<file path="src/rtl/hdp_spi_master_pkg.sv">
// HDP SPI master shared definitions: FSM states, frame layout, helpers.
// Used by hdp_spi_master and its clock divider.
package hdp_spi_master_pkg;

    typedef enum logic [2:0] {
        ST_IDLE     = 3'd0,
        ST_CS_SETUP = 3'd1,
        ST_SHIFT    = 3'd2,
        ST_CS_HOLD  = 3'd3,
        ST_DONE     = 3'd4,
        ST_GAP      = 3'd5
    } state_t;

    localparam int   FRAME_BITS = 16;
    localparam logic RW_READ    = 1'b1;
    localparam logic RW_WRITE   = 1'b0;

    // Frame image: R/W bit, 7-bit address, then data (zeros for a read).
    function automatic logic [FRAME_BITS-1:0] build_frame(
        input logic       rw,
        input logic [6:0] addr,
        input logic [7:0] data
    );
        return {rw, addr, (rw == RW_READ) ? 8'h00 : data};
    endfunction

endpackage

</file>
<file path="src/rtl/hdp_spi_master_spi_clk_div.sv">
// SCK phase counter for the HDP SPI master.
// Emits a rise strike at the end of each low half and a fall strike at the end of each high half.
module hdp_spi_master_spi_clk_div #(
    parameter int CLOCKS_PER_BIT = 4
) (
    input  logic i_clock,
    input  logic i_reset_n,
    input  logic i_run,
    output logic o_rise,
    output logic o_fall
);

    localparam int H  = CLOCKS_PER_BIT / 2;
    localparam int CW = $clog2(CLOCKS_PER_BIT);

    localparam logic [CW-1:0] LP_RISE = CW'(H - 1);
    localparam logic [CW-1:0] LP_FALL = CW'(CLOCKS_PER_BIT - 1);

    logic [CW-1:0] r_cnt;

    // Phase counter restarts whenever the frame engine is not running.
    always_ff @(posedge i_clock) begin
        if (!i_reset_n) begin
            r_cnt <= '0;
        end else if (!i_run || (r_cnt == LP_FALL)) begin
            r_cnt <= '0;
        end else begin
            r_cnt <= r_cnt + 1'b1;
        end
    end

    assign o_rise = i_run && (r_cnt == LP_RISE);
    assign o_fall = i_run && (r_cnt == LP_FALL);

endmodule

</file>
<file path="src/rtl/hdp_spi_master.sv">
// Single-register SPI master for the HDP display controller (16-bit CS-framed transfers).
// Optional macro HDP_SPI_GAP_EN inserts a CS_GAP_CLKS-cycle idle gap after every frame.
module hdp_spi_master
    import hdp_spi_master_pkg::*;
#(
    parameter int CLOCKS_PER_BIT = 4,
    parameter int CS_GAP_CLKS    = 8
) (
    input  logic       i_clock,
    input  logic       i_reset_n,
    input  logic       i_txBegin,
    input  logic [6:0] i_txAddress,
    input  logic [7:0] i_txData,
    output logic       o_txBusy,
    output logic       o_txDone,
    input  logic       i_rxBegin,
    input  logic [6:0] i_rxAddress,
    output logic [7:0] o_rxData,
    output logic       o_rxBusy,
    output logic       o_rxDone,
    input  logic       i_sout,
    output logic       o_sen,
    output logic       o_sck,
    output logic       o_sdat
);

    state_t r_state;
    state_t w_next;

    logic                  r_is_read;
    logic                  r_sen;
    logic                  r_sck;
    logic [FRAME_BITS-1:0] r_shift;
    logic [3:0]            r_bit;
    logic [7:0]            r_rx_sh;
    logic [7:0]            r_rxData;

    logic w_run;
    logic w_rise;
    logic w_fall;
    logic w_accept;
    logic w_busy;
    logic w_gap_end;

    assign w_run = (r_state == ST_CS_SETUP) ||
                   (r_state == ST_SHIFT) ||
                   (r_state == ST_CS_HOLD);

    hdp_spi_master_spi_clk_div #(
        .CLOCKS_PER_BIT(CLOCKS_PER_BIT)
    ) u_clk_div (
        .i_clock  (i_clock),
        .i_reset_n(i_reset_n),
        .i_run    (w_run),
        .o_rise   (w_rise),
        .o_fall   (w_fall)
    );

`ifdef HDP_SPI_GAP_EN
    localparam int GW = $clog2(CS_GAP_CLKS + 1);

    logic [GW-1:0] r_gap;

    // Counts cycles spent in GAP; cleared on any other state.
    always_ff @(posedge i_clock) begin
        if (!i_reset_n) begin
            r_gap <= '0;
        end else if (r_state == ST_GAP) begin
            r_gap <= r_gap + 1'b1;
        end else begin
            r_gap <= '0;
        end
    end

    assign w_gap_end = (r_gap == GW'(CS_GAP_CLKS - 1));
`else
    assign w_gap_end = 1'b1;
`endif

    // State register.
    always_ff @(posedge i_clock) begin
        if (!i_reset_n) begin
            r_state <= ST_IDLE;
        end else begin
            r_state <= w_next;
        end
    end

    // Next-state decode; requests are only looked at in IDLE.
    always_comb begin
        w_next   = r_state;
        w_accept = 1'b0;
        unique case (r_state)
            ST_IDLE: begin
                if (i_txBegin || i_rxBegin) begin
                    w_next   = ST_CS_SETUP;
                    w_accept = 1'b1;
                end
            end
            ST_CS_SETUP: begin
                if (w_rise) begin
                    w_next = ST_SHIFT;
                end
            end
            ST_SHIFT: begin
                if (w_rise && (r_bit == 4'd15)) begin
                    w_next = ST_CS_HOLD;
                end
            end
            ST_CS_HOLD: begin
                if (w_fall) begin
                    w_next = ST_DONE;
                end
            end
            ST_DONE: begin
`ifdef HDP_SPI_GAP_EN
                w_next = ST_GAP;
`else
                w_next = ST_IDLE;
`endif
            end
            ST_GAP: begin
                if (w_gap_end) begin
                    w_next = ST_IDLE;
                end
            end
            default: begin
                w_next = ST_IDLE;
            end
        endcase
    end

    // Frame datapath: load on accept, shift on SCK fall, sample on SCK rise.
    always_ff @(posedge i_clock) begin
        if (!i_reset_n) begin
            r_is_read <= 1'b0;
            r_sen     <= 1'b1;
            r_sck     <= 1'b0;
            r_shift   <= '0;
            r_bit     <= '0;
            r_rx_sh   <= '0;
            r_rxData  <= '0;
        end else begin
            if (w_accept) begin
                r_is_read <= !i_txBegin;
                r_sen     <= 1'b0;
                r_bit     <= '0;
                if (i_txBegin) begin
                    r_shift <= build_frame(RW_WRITE, i_txAddress, i_txData);
                end else begin
                    r_shift <= build_frame(RW_READ, i_rxAddress, 8'h00);
                end
            end
            if ((r_state == ST_CS_SETUP) && w_rise) begin
                r_sck   <= 1'b1;
                r_rx_sh <= {r_rx_sh[6:0], i_sout};
            end
            if (r_state == ST_SHIFT) begin
                if (w_fall) begin
                    r_sck   <= 1'b0;
                    r_shift <= {r_shift[FRAME_BITS-2:0], 1'b0};
                end
                if (w_rise) begin
                    if (r_bit == 4'd15) begin
                        r_bit <= '0;
                    end else begin
                        r_bit   <= r_bit + 1'b1;
                        r_sck   <= 1'b1;
                        r_rx_sh <= {r_rx_sh[6:0], i_sout};
                    end
                end
            end
            if ((r_state == ST_CS_HOLD) && w_fall) begin
                r_sen <= 1'b1;
                if (r_is_read) begin
                    r_rxData <= r_rx_sh;
                end
            end
        end
    end

    assign w_busy = (r_state == ST_CS_SETUP) ||
                    (r_state == ST_SHIFT) ||
                    (r_state == ST_CS_HOLD) ||
                    (r_state == ST_DONE);

    assign o_txBusy = w_busy && !r_is_read;
    assign o_rxBusy = w_busy && r_is_read;
    assign o_txDone = (r_state == ST_DONE) && !r_is_read;
    assign o_rxDone = (r_state == ST_DONE) && r_is_read;
    assign o_rxData = r_rxData;
    assign o_sen    = r_sen;
    assign o_sck    = r_sck;
    assign o_sdat   = r_shift[FRAME_BITS-1];

endmodule

</file>
<file path="config.mk">
export PLATFORM = sky130hd
export DESIGN_NAME = hdp_spi_master
export DESIGN_NICKNAME = d
export VERILOG_FILES = /design/src/rtl/hdp_spi_master_pkg.sv /design/src/rtl/hdp_spi_master_spi_clk_div.sv /design/src/rtl/hdp_spi_master.sv
export SDC_FILE = /design/constraint.sdc
export NUM_CORES = 1
export LEC_CHECK = 0
export ABC_AREA = 0
export CAP_MARGIN = 0
export CORE_ASPECT_RATIO = 0.8
export CORE_MARGIN = 2
export CORE_UTILIZATION = 51
export DETAILED_ROUTE_END_ITERATION = 12
export PLACE_DENSITY = 0.79
export SYNTH_ARGS = -nofsm -noshare
export SYNTH_HDL_FRONTEND = slang
export SYNTH_SLANG_ARGS = --single-unit
</file>
<file path="constraint.sdc">
create_clock -name i_clock -period 2.37 [get_ports i_clock]
set_clock_uncertainty 0.2 [all_clocks]
set_input_delay 0.474 -clock i_clock [delete_from_list [all_inputs] [get_ports i_clock]]
set_output_delay 0.474 -clock i_clock [all_outputs]
set_load 0.02 [all_outputs]
</file>
==> results.yml, run 1 <==
min_path:
  whs_endpoint: "r_shift[6]$_SDFF_PN0_"
  hold_path_class: "flop to flop"
  min_from: "r_shift[6]$_SDFF_PN0_"
  min_path_cells: 2
synthesis:
  yosysSeqAreaShare_pct: 41.31
  synth_area_per_cell_sq_um: 8.847
  synth_warnings: 0
  synth_area_sq_mm: 0.002132
  syn_inst: 241
  yosysTopAreaCell: "dfxtp_1"
  synthTopCellsByArea: "dfxtp_1 (41%), o21ai_0 (7.3%), mux2i_1 (7.0%)"
  synth_cell_type_count: 41
  synth-seq-cells: 44
  synth_top_area_share_pct: 41.31
  syn-num-nets: 271
clocking:
  clock_sinks: 44
  clock_latency_ps: 300
  cts_buffers: 5
  clk_pin_slew_ps: 80
  clock-root-buffer: "clkbuf_8"
  cts_tree: "yes"
  clockBufferDepth: 2
  h-tree-depth: 2
final_layout:
  fin_cells: 336
  seqCellArea_sq_um: 880.8
  utilization_pct: 69.13
  mostFrequentLayoutCells: "dfxtp_1 (44), clkdlybuf4s50_1 (37), o21ai_0 (31)"
  multi_input_comb_area_sq_mm: 0.001120
  drive_gt1_share_pct: 9.964
  syn_to_final_growth_pct: 26.58
  layout_commonest_cell: "dfxtp_1"
  layout.nets: 311
  diodes: 0
  fillers: 339
detailed_routing:
  ant_nets: 0
  vias_per_cell: 5.875
  drc: 0
  via_count: 1974
  drt-initial-drc-count: 121
  dr.max_layer_used: "met4"
  dr_wl_met2_microns: 2351
  wl_per_cell_microns: 15.38
  met3_length_microns: 201
  met1Wirelength_microns: 2524
  firstDrtPassIters: 4
  wirelength_microns: 5169
global_routing:
  overflow: 0
  antenna_found_initial: 0
  grt_pass1_wl_microns: 8783
  grtUsageTotal_pct: 23.79
  grt_pass1_vias: 1834
  grt_max_degree: 25
die:
  start_util_pct: 54.62
  coreArea_sq_mm: 0.003904
  rows: 20
  io_pins: 42
  die_width_microns: 76.29
  die_area_sq_mm: 0.004717
  die_height_microns: 61.83
critical_path:
  rrSetupSlack_ps: 440
  critPathMaxFanout: 17
  r2r-end: "r_shift[12]$_SDFF_PN0_"
  cp-end-kind: "flop"
  worstSetupPathType: "primary input to flop"
  start_kind: "primary input"
  reg2reg_from: "u_clk_div.r_cnt[0]$_SDFF_PP0_"
  rr_worst_depth: 4
  crit_arrival_ps: 1940
  cp.required_ps: 2340
timing:
  fmax_mhz: 509.2
  tns_ps: 0
  setup_viol: 0
  hold_viol_final: 0
  post-route-min-period_ps: 1964
  rsz0062_at_grt: "no"
  finalCritPeriodShare_pct: 82.87
  drv_slew: 0
  worst_slew_pin_slew_ps: 656.4
  relSlewSlack_pct: 56.21
placed_design:
  io_buffers: 41
  gp_congestion: 0.7981
  dp_hpwl_microns: 3576
  post-place-cells: 329
power_and_ir_drop:
  irDropWorstVdd_mv: 0.4467
  leakage_nw: 1.036
  cellPowerDensity_mw_per_mm2: 556.0
job:
  cap_violations: 0
run_status:
  status: "complete, no violations"
[cell usage after synthesis]
master / number
a211oi_1: 1
a21oi_1: 25
a22oi_1: 1
a31oi_1: 2
a32o_1: 1
a32oi_4: 1
and2_1: 1
and4b_1: 1
and4bb_2: 1
and4bb_4: 1
buf_2: 8
buf_4: 1
buf_6: 2
clkbuf_1: 12
dfxtp_1: 44
ha_1: 3
inv_1: 5
mux2i_1: 15
nand2_1: 17
nand3_1: 18
nand3b_1: 1
nand4_1: 1
nand4b_1: 1
nand4bb_1: 2
nor2_1: 7
nor2b_1: 1
nor3_1: 1
nor3b_1: 2
nor4_1: 2
nor4b_4: 1
o2111a_1: 1
o2111ai_1: 7
o211ai_1: 9
o211ai_2: 1
o21ai_0: 31
o21bai_1: 1
o21bai_2: 1
or2_1: 1
or3_1: 2
or4_1: 7
xnor2_1: 1
[registers in the layout, indices dropped and copies added (netlist names)]
register	count
o_sck	1
u_clk_div.r_cnt	2
o_sen	1
o_rxData	8
r_is_read	1
r_state	3
r_bit	4
r_rx_sh	8
r_shift	16
[cell type report]
type	instances	area share, %
tap	55	2.550
multi-input combinational	169	41.49
clock buffer	6	2.689
inverter	5	0.6954
sequential	44	32.64
timing repair buffer	56	19.75
clock inverter	1	0.1854
[worst max-delay path: stages]
cell and delay (ps):
clkdlybuf4s50_1 440, o21bai_2 540, buf_4 270, o21ai_0 80
nor3b_1 140
[metrics by stage]
stage | total power, mW | cell area [sq um] | worst slack (ps) | hold slack [ps]
final | 1.500 | 2699 | 406.1 | 269.1
after CTS | 1.504 | 2689 | 59.95 | 270.0
after floorplan | 0.9609 | 2132 | 532.7 | 234.6
after global routing | 1.574 | 2699 | 247.9 | 287.2
after detailed placement | 1.072 | 2609 | 117.6 | 258.8
after global placement | 1.065 | 2609 | 152.5 | 247.0
[repair_timing]
action	4_1_cts	5_1_grt
hold endpoints to repair	0	0
setup buffers	0	0
hold buffers	0	0
gates resized for setup	1	4
setup endpoints to repair	2	4
[routing by layer]
layer	vias up	track usage, %
met5	-	0
li1	972	-
met4	0	9.351
met1	954	32.95
met3	9	4.624
met2	39	37.67
[cell families (layout without fill, tap and decap cells)]
group / Yosys count / after routing / synth area share (%)
mux: 15 / 15 / 7.042
buf+inv: 28 / 68 / 6.279
fa+ha+maj: 3 / 3 / 1.761
simple gates: 68 / 68 / 18.96
xor+xnor: 1 / 1 / 0.4109
flops: 44 / 44 / 41.31
compound gates: 82 / 82 / 24.24
[power by group]
part | switching (mW) | internal (mW) | total, mW | leakage [nW]
sequential | 0.0183 | 0.772 | 0.790 | 0.358
clock | 0.242 | 0.200 | 0.442 | 0.0410
combinational | 0.136 | 0.132 | 0.268 | 0.637
[worst max path at each step]
stage / startpoint / end / slack [ps] / cells after the start
final: i_txBegin / r_is_read$_SDFFE_PN0P_ / 410 / 5
after global routing: u_clk_div.r_cnt[0]$_SDFF_PP0_ / o_rxData[5]$_SDFFE_PN0P_ / 250 / 4
after CTS: r_state[0]$_SDFFE_PN0P_ / o_txBusy / 60 / 4
after detailed placement: i_txBegin / r_shift[15]$_SDFF_PN0_ / 120 / 5
after global placement: i_txBegin / r_shift[15]$_SDFF_PN0_ / 150 / 5
after floorplan: u_clk_div.r_cnt[0]$_SDFF_PP0_ / r_shift[13]$_SDFF_PN0_ / 530 / 6
(Power assumes the default switching activity.)
==> run 2, diff against run 1 <==
--- a/config.mk
+++ b/config.mk
@@ -9,9 +9,9 @@
 export CAP_MARGIN = 0
 export CORE_ASPECT_RATIO = 0.8
 export CORE_MARGIN = 2
-export CORE_UTILIZATION = 51
+export CORE_UTILIZATION = 46
 export DETAILED_ROUTE_END_ITERATION = 12
-export PLACE_DENSITY = 0.79
+export PLACE_DENSITY = 0.75
 export SYNTH_ARGS = -nofsm -noshare
 export SYNTH_HDL_FRONTEND = slang
 export SYNTH_SLANG_ARGS = --single-unit
==> constraint.sdc (replaced) <==
create_clock -name i_clock -period 1.7 [get_ports i_clock]
set_clock_uncertainty 0.2 [all_clocks]
set_input_delay 0.34 -clock i_clock [delete_from_list [all_inputs] [get_ports i_clock]]
set_output_delay 0.34 -clock i_clock [all_outputs]
set_load 0.02 [all_outputs]
==> run 2 against run 1 <==
Net effect:
- the run now ends with setup timing left
- non-clock buffer count grew 33
- register-to-register slack got worse by 530 ps
- sequential power grew 41%
- core utilization up 0.63 points
- highest routed layer unchanged
==> results.yml, run 2 (synthesized netlist as in run 1, its figures left out) <==
timing:
  worst_slew_pin_slew_ps: 224.4
  setup_viol: 12
  drv_slew: 0
  hold_viol_final: 0
  relSlewSlack_pct: 84.91
  finalCritPeriodShare_pct: 105.1
  fin_ws_ps: -85.95
  tns_ps: -471.8
  fmax_mhz: 559.9
  post-route-min-period_ps: 1786
  rsz0062_at_grt: "yes"
die:
  die_area_sq_mm: 0.005199
  die_height_microns: 64.89
  rows: 22
  io_pins: 42
  die_width_microns: 80.12
  coreArea_sq_mm: 0.004514
  start_util_pct: 47.23
critical_path:
  r2r-end: "r_shift[12]$_SDFF_PN0_"
  cp_slowest_stage_delay_ps: 500
  crit_path_top_delay_cell: "or4_1"
  rrSetupSlack_ps: -90
  crit_arrival_ps: 1820
  path_cells: "buf_6, buf_6, and4bb_4, or4_1, o211ai_1"
  path_common_cell: "buf_6"
  cp.required_ps: 1730
  worstSetupPathType: "flop to flop"
  reg2reg_from: "r_state[0]$_SDFFE_PN0P_"
  rr_worst_depth: 5
  start_kind: "flop"
  critPathMaxFanout: 6
  cp-end-kind: "flop"
final_layout:
  layout.nets: 345
  syn_to_final_growth_pct: 47.71
  largest_reg_flops: 16
  design_area_sq_mm: 0.003149
  layout_commonest_cell: "dfxtp_1"
  top_register: "r_shift"
  drive_gt1_share_pct: 26.58
  diodes: 0
  fillers: 367
  utilization_pct: 69.76
  mostFrequentLayoutCells: "dfxtp_1 (39), buf_4 (36), o21ai_0 (31)"
global_routing:
  grt_pass1_vias: 1943
  grtUsageTotal_pct: 22.07
  grt_max_degree: 20
  overflow: 0
  grt_pass1_wl_microns: 8956
  antenna_found_initial: 0
placed_design:
  gp_congestion: 0.7876
  io_buffers: 41
  dp_hpwl_microns: 3728
  dpl-instance-area_sq_mm: 0.002836
detailed_routing:
  ant_nets: 0
  vias_per_cell: 5.614
  drt-initial-drc-count: 179
  dr_wl_met2_microns: 2640
  met1Wirelength_microns: 2760
  wl_per_cell_microns: 15.29
  firstDrtPassIters: 4
  met3_length_microns: 276
  dr.max_layer_used: "met4"
  wirelength_microns: 5748
  drc: 0
  via_count: 2111
power_and_ir_drop:
  irDropWorstVdd_mv: 0.5116
  leakage_nw: 1.258
  finalPower_mw: 2.426
  cellPowerDensity_mw_per_mm2: 770.4
clocking:
  cts_buffers: 5
  clk_pin_slew_ps: 90
  clockBufferDepth: 2
  ctsHoldBuffers: 0
  h-tree-depth: 2
  cts_tree: "yes"
  clock-root-buffer: "clkbuf_8"
  clock_sinks: 44
  clock_latency_ps: 300
run_status:
  status: "finished with violations"
  violations: "setup timing"
job:
  cap_violations: 0
min_path:
  min_path_cells: 1
  min_from: "u_clk_div.r_cnt[0]$_SDFF_PP0_"
  hold_path_class: "flop to flop"
  whs_endpoint: "u_clk_div.r_cnt[0]$_SDFF_PP0_"
## run 2: cell count changes in the layout (fill, tap and decap cells not counted), sizes merged
cell,previous run,this run
and4bb,2,3
clkdlybuf4s50,37,25
clkinvlp,0,1
dlymetal6s2s,4,1
buf,15,51
inv,5,6
dlygate4sd2,0,11
clkinv,1,0
bufinv,0,1
## run 2: worst max path at each step
stage	start	endpoint	slack [ps]	cells after the start
floorplan	u_clk_div.r_cnt[0]$_SDFF_PP0_	r_shift[13]$_SDFF_PN0_	-40	6
global placement	i_txBegin	r_shift[14]$_SDFF_PN0_	-330	5
detailed placement	i_txBegin	r_shift[7]$_SDFF_PN0_	-360	6
CTS	r_state[1]$_SDFFE_PN0P_	r_shift[9]$_SDFF_PN0_	-80	5
global route	r_state[0]$_SDFFE_PN0P_	r_shift[9]$_SDFF_PN0_	-140	5
finish	r_state[0]$_SDFFE_PN0P_	r_shift[12]$_SDFF_PN0_	-90	5
## run 2: cell type report
class / instances / area (sq um) / share of cell area (%)
clock buffers: 5 / 68.82 / 2.185
clock inverters: 3 / 46.29 / 1.470
inverters: 5 / 18.77 / 0.5959
multi-input cells: 170 / 1196 / 37.98
flip-flops and latches: 44 / 892.1 / 28.33
well taps: 60 / 75.07 / 2.384
repair buffers: 89 / 852.1 / 27.06
## run 2: report_power, final
part           switching (mW)  leakage [nW]  internal (mW)  total (mW)
Combinational           0.217         0.842          0.269       0.486
Clock                   0.387        0.0548          0.443       0.830
Sequential             0.0332         0.361           1.08        1.11
## run 2: what timing repair did
| action | CTS | global route |
|---|---|---|
| gates cloned | 0 | 2 |
| hold endpoints to repair | 0 | 0 |
| resized for setup | 40 | 22 |
| pin swaps | 3 | 12 |
| endpoints found under the setup margin | 33 | 29 |
| setup buffers | 1 | 9 |
## run 2: routing by layer
metal / vias to the layer above / GRT usage (%)
li1: 1054 / -
met2: 46 / 32.19
met5: - / 0
met4: 0 / 8.898
met1: 1005 / 31.74
met3: 6 / 4.457
## run 2: critical path: cells and delay by family, from the launching register on
family,cells,cell delay [ps]
compound gates,1,170
buf+inv,2,230
flops,1,370
simple gates,2,750
## run 2: metrics by stage
stage	worst slack (ps)	instances	hold slack (ps)
floorplan	-44.96	241	230.1
global placement	-326.9	356	240.4
detailed placement	-363.2	356	249.7
CTS	-84.49	365	264.1
global route	-136.2	376	272.6
finish	-85.95	376	264.6
